===== src/rtl/mem_access_unit_pkg.sv =====
// Shared size codes, FSM encoding and saved-store record for the MEM-stage access unit.
package mem_access_unit_pkg;

    localparam logic [1:0] SZ_B = 2'b00;
    localparam logic [1:0] SZ_H = 2'b01;
    localparam logic [1:0] SZ_W = 2'b10;

    typedef enum logic {
        S_IDLE = 1'b0,
        S_RMW  = 1'b1
    } state_t;

    // Sub-word store captured in cycle 0 of a read-modify-write
    typedef struct packed {
        logic [1:0]  lane;
        logic [1:0]  size;
        logic [15:0] data;
    } sav_t;

    function automatic logic is_fault(input logic [1:0] size, input logic [1:0] a);
        return (size == 2'b11) || (size == SZ_H && a[0]) || (size == SZ_W && a != 2'b00);
    endfunction

endpackage


===== src/rtl/mem_access_unit_lane_merge.sv =====
// Replaces the addressed byte or halfword lane of a memory word with new store data.
module lane_merge
    import mem_access_unit_pkg::*;
(
    input  logic [31:0] old_word,
    input  logic [15:0] new_data,
    input  logic [1:0]  lane,
    input  logic [1:0]  size,
    output logic [31:0] merged
);

    always_comb begin
        merged = old_word;
        if (size == SZ_H) begin
            if (lane[1]) merged[31:16] = new_data;
            else         merged[15:0]  = new_data;
        end else begin
            case (lane)
                2'd0:    merged[7:0]   = new_data[7:0];
                2'd1:    merged[15:8]  = new_data[7:0];
                2'd2:    merged[23:16] = new_data[7:0];
                default: merged[31:24] = new_data[7:0];
            endcase
        end
    end

endmodule


===== src/rtl/mem_access_unit.sv =====
// MEM-stage initiator for a word-only data memory: byte/half/word loads, word stores,
// and sub-word stores as a 2-cycle read-modify-write with stall.
module mem_access_unit
    import mem_access_unit_pkg::*;
#(
    parameter int DM_AW = 10
) (
    input  logic             clk,
    input  logic             rst,
    input  logic             req_valid,
    input  logic             req_we,
    input  logic [1:0]       req_size,
    input  logic             req_sign,
    input  logic [31:0]      req_addr,
    input  logic [31:0]      req_wdata,
    output logic [31:0]      rdata,
    output logic             done,
    output logic             stall,
    output logic             misalign,
    output logic [DM_AW-1:0] dm_addr,
    output logic [31:0]      dm_din,
    output logic             dm_dmwr,
    input  logic [31:0]      dm_dout
);

    state_t           state, state_nx;
    logic [31:0]      old_word;
    logic [DM_AW-1:0] sav_addr;
    sav_t             sav;
    logic             cap;
    logic             go;
    logic             fault;
    logic [31:0]      merged;
    logic [31:0]      shifted;
    logic [15:0]      half;
    logic [31:0]      ld_data;

    // Gate requests with reset so nothing reaches memory while reset is held
    assign go    = req_valid & rst;
    assign fault = is_fault(req_size, req_addr[1:0]);

    lane_merge u_merge (
        .old_word (old_word),
        .new_data (sav.data),
        .lane     (sav.lane),
        .size     (sav.size),
        .merged   (merged)
    );

    assign shifted = dm_dout >> {req_addr[1:0], 3'b000};
    assign half    = req_addr[1] ? dm_dout[31:16] : dm_dout[15:0];

    always_comb begin
        case (req_size)
            SZ_B:    ld_data = {{24{req_sign & shifted[7]}}, shifted[7:0]};
            SZ_H:    ld_data = {{16{req_sign & half[15]}}, half};
            default: ld_data = dm_dout;
        endcase
    end

    always_comb begin
        state_nx = state;
        done     = 1'b0;
        stall    = 1'b0;
        misalign = 1'b0;
        dm_dmwr  = 1'b0;
        rdata    = '0;
        dm_din   = '0;
        dm_addr  = req_addr[DM_AW+1:2];
        cap      = 1'b0;
        case (state)
            S_IDLE: begin
                if (go) begin
                    if (fault) begin
                        misalign = 1'b1;
                        done     = 1'b1;
                    end else if (!req_we) begin
                        rdata = ld_data;
                        done  = 1'b1;
                    end else if (req_size == SZ_W) begin
                        dm_din  = req_wdata;
                        dm_dmwr = 1'b1;
                        done    = 1'b1;
                    end else begin
                        stall    = 1'b1;
                        cap      = 1'b1;
                        state_nx = S_RMW;
                    end
                end
            end
            S_RMW: begin
                dm_addr  = sav_addr;
                dm_din   = merged;
                dm_dmwr  = 1'b1;
                done     = 1'b1;
                state_nx = S_IDLE;
            end
            default: state_nx = S_IDLE;
        endcase
    end

    always_ff @(posedge clk or negedge rst) begin
        if (!rst) begin
            state    <= S_IDLE;
            old_word <= '0;
            sav_addr <= '0;
            sav      <= '0;
        end else begin
            state <= state_nx;
            if (cap) begin
                old_word <= dm_dout;
                sav_addr <= req_addr[DM_AW+1:2];
                sav.lane <= req_addr[1:0];
                sav.size <= req_size;
                sav.data <= req_wdata[15:0];
            end
        end
    end

endmodule

===== config.mk =====
export PLATFORM = sky130hd
export DESIGN_NAME = mem_access_unit
export DESIGN_NICKNAME = d
export VERILOG_FILES = /design/src/rtl/mem_access_unit_pkg.sv /design/src/rtl/mem_access_unit_lane_merge.sv /design/src/rtl/mem_access_unit.sv
export SDC_FILE = /design/constraint.sdc
export NUM_CORES = 1
export LEC_CHECK = 0
export CORE_ASPECT_RATIO = 0.9
export CORE_MARGIN = 1
export CORE_UTILIZATION = 39
export DETAILED_ROUTE_END_ITERATION = 6
export PLACE_DENSITY_LB_ADDON = 0.08
export SETUP_SLACK_MARGIN = 0.1
export SLEW_MARGIN = 5
export SYNTH_ARGS = -nofsm -noshare
export SYNTH_HDL_FRONTEND = slang
export SYNTH_SLANG_ARGS = --single-unit

===== constraint.sdc =====
create_clock -name clk -period 1.9 [get_ports clk]
set_input_delay 0.285 -clock clk [delete_from_list [all_inputs] [get_ports clk]]
set_output_delay 0.285 -clock clk [all_outputs]
set_load 0.1 [all_outputs]

## Yosys cells after proc, flatten, opt, wreduce, memory -nomap -nowiden

Cells that the tools add are included.

- Flip-flop bits (word level): 63
- Output and inout port bits: 78
- Logic and storage cells: 62

- Equality and inequality tests: 6
- Shifts and indexed selects: 1
- Multiplexer cells: 37
- Bitwise operators: 4
- Reduce and logical (&&, ||, !) cells: 8

Operator list:

| kind | number |
|---|---|
| 2-to-1 mux 32 bit | 9 |
| case mux 32 bit (2 select lines) | 2 |
| 2-to-1 mux 16 bit | 3 |
| 2-to-1 mux 8 bit | 4 |
| >> shifter 32 x 5 -> 8 bit | 1 |
| 2-to-1 mux 1 bit | 15 |
| 2-to-1 mux 10 bit | 1 |
| equality test 2 x 1 -> 1 bit, second input constant | 3 |
| equality test 2 bit, second input constant | 3 |
| case mux 1 bit (2 select lines) | 3 |
| zero test 2 bit | 2 |
| AND 1 bit | 3 |
| OR reduction 3 bit | 1 |
| logical AND 1 bit | 2 |
| logical OR 1 bit | 2 |
| nonzero test 2 bit | 1 |
| NOT 1 bit | 1 |

## Depth between registers and ports, before layout

Gate-level depths: netlist of the first run.

- Word-level depth: 7
- Mapped depth: 6
- Depth with buffers taken out: 4

## Modules after synthesis

A second synthesis of the first run with hierarchy kept.

- Cell total of the unflattened synthesis: 398
- Area, all modules: 4184.0 um^2

By module, submodules not included:

| module | instances | cells each | area each (um^2) | sequential area each (um^2) |
|---|---|---|---|---|
| mem_access_unit | 1 | 331 | 3592.2 | 1576.5 |
| lane_merge | 1 | 67 | 591.8 | 0.0 |

## Worst setup path after synthesis of the first run

Ideal clock, no wire load.

- Kind: input-to-output
- Start point: input req_size[0]
- End point: output rdata[0]
- Arrival: 3534 ps
- Slack: -1919 ps
- Stages: 5
- Cell sequence: buf_6 or3_4 a211o_1 buf_2 a211oi_1

- Cells in the longest elaborated chain, start to end: 7
- Elaborated cells between the ends (all ways): 13
- Those cells by class: eq/ne (3); mux (5); reduce/logical (5)

Ends and longest elaborated chain:

| element | RTL line | text |
|---|---|---|
| from (decl) | mem_access_unit.sv:12 | `input logic [1:0] req_size,` |
| branches (longest 4 deep; another with case mux 32 bit (2 select lines)) | -- |  |
| 2-to-1 mux 32 bit (*) | mem_access_unit.sv:74 | `if (fault) begin` |
| 2-to-1 mux 32 bit (*) | mem_access_unit.sv:73 | `if (go) begin` |
| 2-to-1 mux 32 bit (*) | mem_access_unit.sv:71 | `case (state)` |
| to (decl) | mem_access_unit.sv:16 | `output logic [31:0] rdata,` |

Mark *: on every way between the ends.

## Final worst setup path of the first run

- Start point: register sav[16] (netlist name)
- End point: output dm_din[28]

- Cells in the longest elaborated chain, start to end: 3

Ends and longest elaborated chain:

| element | RTL line | text |
|---|---|---|
| equality test 2 x 1 -> 1 bit | mem_access_unit_lane_merge.sv:14 | `if (size == SZ_H) begin` |
| 2-to-1 mux 32 bit | mem_access_unit_lane_merge.sv:14 |  |
| case mux 32 bit (2 select lines) | mem_access_unit.sv:71 |  |
| to (decl) | mem_access_unit.sv:21 | `output logic [31:0] dm_din,` |

No other way between the ends.

==> metrics.md, run 1 <==
| Metric | Value |
|---|---|
| Clock period minus final worst setup slack | `2.35 ns` |
| Cts hold-fix bufs | `0` |
| P&R area growth vs syn | `121%` |
| CP max stage delay | `0.42 ns` |
| Clock buffer depth | `2` |
| Pre-antenna DRT Iters | `7` |
| Unrepaired setup endpoints after global routing | `yes` |
| Most frequent cells in the layout | `97 x buf_12, 77 x buf_4, 73 x clkdlybuf4s50_1` |
| Power Density | `717 nW/um^2` |
| Seq/Total Area, Yosys | `0.378` |
| Final Cycle Share | `1.24` |
| Die Y-Extent | `100 um` |
| CTS clock-pin slew for the worst setup and hold paths | `0.05 ns` |
| Final Max Slew Viols | `0` |
| Max cap viols | `0` |
| Failing checks | `design-rule violations, negative setup slack` |
| Layout Skew | `0.00749 ns` |
| Final WS setup | `-0.447 ns` |
| GRT Total Usage | `0.354` |
| Peak supply drop | `0.000516 V` |
| Total global routing overflow | `0` |
| Path category of the worst min-delay check | `in -> async` |
| Crit path cell chain | `buf_6 > nor2b_4 > o21ai_1 > buf_4 > a22oi_1 > a22o_4 > buf_12` |
| Wire length per cell | `25.1 um` |
| FF-to-FF path depth | `9` |
| Commonest non-fill, non-tap cell in the layout | `buf_12` |
| First-pass GRT wire length | `29400 um` |
| Initial DRC count | `376` |
| Clock sinks | `63` |
| Worst EP required | `1.62 ns` |
| Netlist cell types | `43` |
| CP Class | `reg -> out` |
| Worst Path Arrival | `2.06 ns` |
| Setup TNS | `-27.28 ns` |
| CP Capture Type | `output port` |
| Initial core utilization | `0.403` |
| F_max | `426 MHz` |
| Vias in the first global route | `5044` |
| Largest net degree at the start of global routing | `64` |
| Clock buffer count from CTS | `9` |
| Placeable core area | `10300 um^2` |
| Register bit count reported by yosys | `63` |
| Yosys warns | `0` |
| CTS tree | `built` |
| Hold Vio Cnt, Final | `0` |
| Mapped Cells | `410` |
| Drt drc | `22` |
| Io pins | `181` |
| Avg Inst Size Synth | `10.2 um^2` |
| Num rows | `35` |
| Clock root cell | `clkbuf_16` |
| Crit-path slowest cell | `dfrtp_1` |
| ANT cells | `0` |
| Final WL | `20300 um` |
| Die Area | `11100 um^2` |
| Syn_nets | `513` |
| H-tree levels | `3` |
| Synthesized cell area | `4170 um^2` |
| Reg-to-reg endpoint | `old_word[0]` |
| Die width | `111 um` |
| Share of layout cells above drive strength 1 | `0.605` |
| Vias | `4694` |
| Internal reg-to-reg setup slack | `-0.14 ns` |
| Worst setup SP type | `flop` |
| Input/output buffers | `160` |
| Worst r2r src | `state` |
| Clk_lat worst skew | `0.33 ns` |
| Pre-CTS setup slack | `-0.658 ns` |
| Least-Margin Pin Slew | `0.856 ns` |
| Routability Congestion | `0.907` |
| Critical path buffer and inverter count | `3` |
| Final antenna-violating net count | `0` |
| DP Wirelength | `12200 um` |
| Initial antenna violation count | `0` |
| Setup Viol. Count Final | `127` |
| Slew Limit Headroom | `0.430` |
| Family with the most delay on the worst path | `compound AO/OA/AOI/OAI gates` |
| Crit-path max FO | `6` |
| Static leakage | `0.00402 uW` |
| Status | `finished, violations left` |
| Via-per-instance ratio | `5.81` |
| Final Net Count | `777` |
==> per-stage QoR <==
step	hold slack, ns	std cells	cell area, um^2	total power, uW	util
floorplan	-0.0106	410	4880	3300	-
global placement	0.467	762	8020	4240	0.776
detailed placement	0.477	762	8020	4310	0.776
CTS	0.355	804	9040	6240	0.874
global route	0.418	808	9220	6790	0.892
finish	0.338	808	9220	6610	0.892
==> cells by family after synthesis <==
logic type / share of synthesized area
buf+inv: 0.0579
flops: 0.378
compound gates: 0.186
simple gates: 0.116
mux: 0.261
==> worst max-delay path by stage <==
stage / end / slack, ns / depth (start not counted) / start
after global routing: dm_din[28] / -0.49 / 7 / sav[16]
after CTS: dm_din[20] / -0.39 / 8 / state
after floorplan: rdata[0] / -0.61 / 5 / state
final: dm_din[28] / -0.45 / 7 / sav[16]
after detailed placement: dm_din[27] / -0.66 / 7 / req_addr[1]
after global placement: dm_din[27] / -0.61 / 7 / req_size[0]
==> Yosys cell counts, drive strengths merged <==
library cell / number / area, um^2
mux2: 87 / 980
dfrtp: 63 / 1580
nand2b: 30 / 188
nor2: 30 / 120
a22o: 24 / 210
inv: 21 / 78.8
a21oi: 20 / 104
buf: 18 / 114
nand2: 16 / 60.1
o21ai: 15 / 75.1
clkbuf: 13 / 48.8
mux2i: 11 / 110
a211oi: 8 / 60.1
a22oi: 8 / 60.1
a32o: 8 / 80.1
or3: 8 / 55.1
a221oi: 7 / 67.6
nor2b: 3 / 18.8
o21bai: 3 / 22.5
o22ai: 3 / 18.8
a21o: 2 / 22.5
nand3b: 2 / 15.0
a211o: 1 / 8.76
a21boi: 1 / 7.51
a221o: 1 / 10.0
a222oi: 1 / 10.0
a31oi: 1 / 6.26
and2: 1 / 6.26
nor3: 1 / 5.00
o221a: 1 / 11.3
or2: 1 / 6.26
or4: 1 / 11.3
==> timing repair <==
action | in CTS | in global routing
setup buffers | 16 | 5
gates resized for setup | 97 | 29
endpoints found under the setup margin | 135 | 140
cloned | 10 | 0
hold endpoints to repair | 0 | 0
pin swaps | 18 | 5
==> power by group <==
group          switching, uW  internal [uW]
clock network            663           1020
registers                305           1660
logic                   1480           1490
total                   2450           4160
==> tightest hold or removal path: cells and delay by family <==
family	cells	cell delay [ns]
buf+inv	3	0.90
==> flip-flops by register name, summed over array words and instances, names as in the netlist <==
| register | count |
|---|---|
| sav | 20 |
| sav_addr | 10 |
| state | 1 |
| old_word | 32 |
==> area by class of cell <==
type                       instances  area [um^2]
clock inverter                     7         72.6
tap                              129          161
multi-input combinational        296         3310
timing repair buffer             283         3790
fill                             407         1120
clock buffer                       9          225
sequential                        63         1580
inverter                          21         82.6
==> metal layers <==
metal  up-vias  track usage  share of wire
met5         -            0              0
met4         0        0.149          0.031
met3        45       0.0616          0.059
met2       219        0.612           0.50
met1      2395        0.442           0.41
li1       2035            -              -
Power figures use the tool's default switching activity.
==> run 2: changes to the inputs <==
Settings changed: PLACE_DENSITY set to 0.85, PLACE_DENSITY_LB_ADDON 0.08 to not set.
==> run 2 against run 1 <==
Against the previous run: the flow still finishes with violations (design-rule violations, negative setup slack); clock power shrank 5%; sequential share of layout area grew 0.55 points; clock skew shrank 0.0017 ns; sequential power grew 2%; worst setup slack lost 0.045 ns; core utilization shrank 2.7 points; fmax shrank 1.9%; power grew 0.13%; non-clock buffer count shrank 23; critical endpoint is now dm_din[9]; largest cell class unchanged; largest power group unchanged.
==> metrics.md, run 2 (synthesized netlist as in run 1, its figures left out) <==
| Metric | Value |
|---|---|
| Status | `finished, violations left` |
| Failing checks | `design-rule violations, negative setup slack` |
| Hold Vio Cnt, Final | `0` |
| F_max | `418 MHz` |
| Setup TNS | `-26.88 ns` |
| Input/output buffers | `160` |
| Worst setup SP type | `flop` |
| Least-Margin Pin Slew | `0.870 ns` |
| Final Max Slew Viols | `0` |
| Initial DRC count | `479` |
| Dpl cells | `747` |
| Static leakage | `0.00384 uW` |
| Filler Cell Count | `418` |
| Register share of total power | `0.302` |
| Internal reg-to-reg setup slack | `0.09 ns` |
| Most frequent CP cell | `buf_12` |
| Biggest register | `old_word` |
| Crit-path max FO | `8` |
| Power Density | `741 nW/um^2` |
| Biggest regs | `old_word (32), sav (20), sav_addr (10)` |
| Drt drc | `14` |
| Non-Filler Instances | `785` |
| ANT cells | `0` |
| Switching Share | `0.389` |
| Clock period minus final worst setup slack | `2.39 ns` |
| CTS tree | `built` |
| Die Y-Extent | `100 um` |
| Final Cycle Share | `1.26` |
| Num rows | `35` |
| Final WL | `22100 um` |
| Clock buffer count from CTS | `9` |
| Die width | `111 um` |
| Share of layout cells above drive strength 1 | `0.582` |
| Cell internal pwr | `4040 uW` |
| FF-to-FF path depth | `6` |
| Placeable core area | `10300 um^2` |
| Clock sinks | `63` |
| Crit-path slowest cell | `dfrtp_1` |
| Design Power | `6620 uW` |
| Worst EP required | `1.62 ns` |
| Die Area | `11100 um^2` |
| Initial antenna violation count | `0` |
| Clock root cell | `clkbuf_16` |
| Layout Skew | `0.00582 ns` |
| Pre-CTS setup slack | `-0.803 ns` |
| Total global routing overflow | `0` |
| Routability Congestion | `0.935` |
| Multi-input logic area | `3370 um^2` |
| CP Class | `reg -> out` |
| Io pins | `181` |
| Slew Limit Headroom | `0.420` |
| Wire length per cell | `28.1 um` |
| Vias in the first global route | `5132` |
| Largest net degree at the start of global routing | `64` |
| Via-per-instance ratio | `6.29` |
| Max reg flops | `32` |
| Clock buffer depth | `2` |
| Peak supply drop | `0.000509 V` |
| Sw power | `2580 uW` |
| H-tree levels | `3` |
| Logic pwr share | `0.457` |
| Crit path cell chain | `nand2b_4 > buf_12 > mux2i_4 > nand2b_1 > a32o_4 > buf_12` |
| Initial core utilization | `0.403` |
| Cts hold-fix bufs | `0` |
| Clk_lat worst skew | `0.34 ns` |
| Final antenna-violating net count | `0` |
| Final WS setup | `-0.493 ns` |
| Final Net Count | `754` |
| Commonest non-fill, non-tap cell in the layout | `buf_12` |
| CP max stage delay | `0.41 ns` |
| Most frequent cells in the layout | `88 x buf_12, 72 x clkdlybuf4s50_1, 70 x buf_4` |
| First-pass GRT wire length | `32100 um` |
| Vias | `4937` |
| DP Wirelength | `12500 um` |
| Unrepaired setup endpoints after global routing | `yes` |
| Clock group share of total power | `0.241` |
| CTS clock-pin slew for the worst setup and hold paths | `0.06 ns` |
| Pre-antenna DRT Iters | `7` |
| GRT Total Usage | `0.387` |
| Register area | `1580 um^2` |
| Setup Viol. Count Final | `76` |
| P&R area growth vs syn | `115%` |
| Max cap viols | `0` |
| Path category of the worst min-delay check | `in -> async` |
| CP Capture Type | `output port` |
| Worst Path Arrival | `2.11 ns` |
[run 2: area by class of cell]
cell class / instances / area share
Inverter: 21 / 0.00924
Clock inverter: 6 / 0.00504
Multi-Input combinational cell: 296 / 0.377
Sequential cell: 63 / 0.177
Clock buffer: 10 / 0.0267
Tap cell: 129 / 0.0181
Timing Repair Buffer: 260 / 0.387
[run 2: worst paths after layout]
check	from	end
min in group clk	req_size[0]	sav[16]
hold reg to reg	sav_addr[3]	sav_addr[3]
setup reg to reg	state	sav[0]
setup / recovery	sav[17]	dm_din[9]
max in group asynchronous	rst	state
hold / removal	rst	old_word[2]
[run 2: timing repair]
action	4_1_cts	5_1_grt
gates cloned	8	1
endpoints found under the setup margin	79	81
gates resized for setup	94	43
setup buffers	10	5
endpoints found under the hold margin	0	0
pin swaps	25	15
[run 2: metrics by stage]
| stage | hold slack, ns | instance area (um^2) | util |
|---|---|---|---|
| finish | 0.206 | 8940 | 0.865 |
| detailed placement | 0.484 | 7850 | 0.759 |
| global placement | 0.468 | 7850 | 0.759 |
| floorplan | -0.0106 | 4880 | - |
| global route | 0.274 | 8940 | 0.865 |
| CTS | 0.193 | 8750 | 0.847 |
[run 2: power by group through the flow]
stage / logic (uW) / clock network (uW) / registers, uW
after detailed placement: 2370 / 0 / 1900
after global placement: 2290 / 0 / 1870
after CTS: 2700 / 1560 / 1910
after global routing: 3110 / 1670 / 2010
after floorplan: 1510 / 0 / 1780
final: 3020 / 1600 / 2000
[run 2: critical path: cells and delay by family, from the launching register on]
family,cells,cell delay (ns)
multiplexers,1,0.30
buffers and inverters,2,0.35
flip-flops,1,0.41
AO/OA/AOI/OAI,1,0.31
AND/OR/NAND/NOR,2,0.37
[run 2: routing by layer]
metal	GRT usage	up-vias	part of all wire
met5	0	-	0
li1	-	1986	-
met2	0.655	343	0.48
met4	0.211	0	0.051
met3	0.0857	92	0.090
met1	0.465	2516	0.38
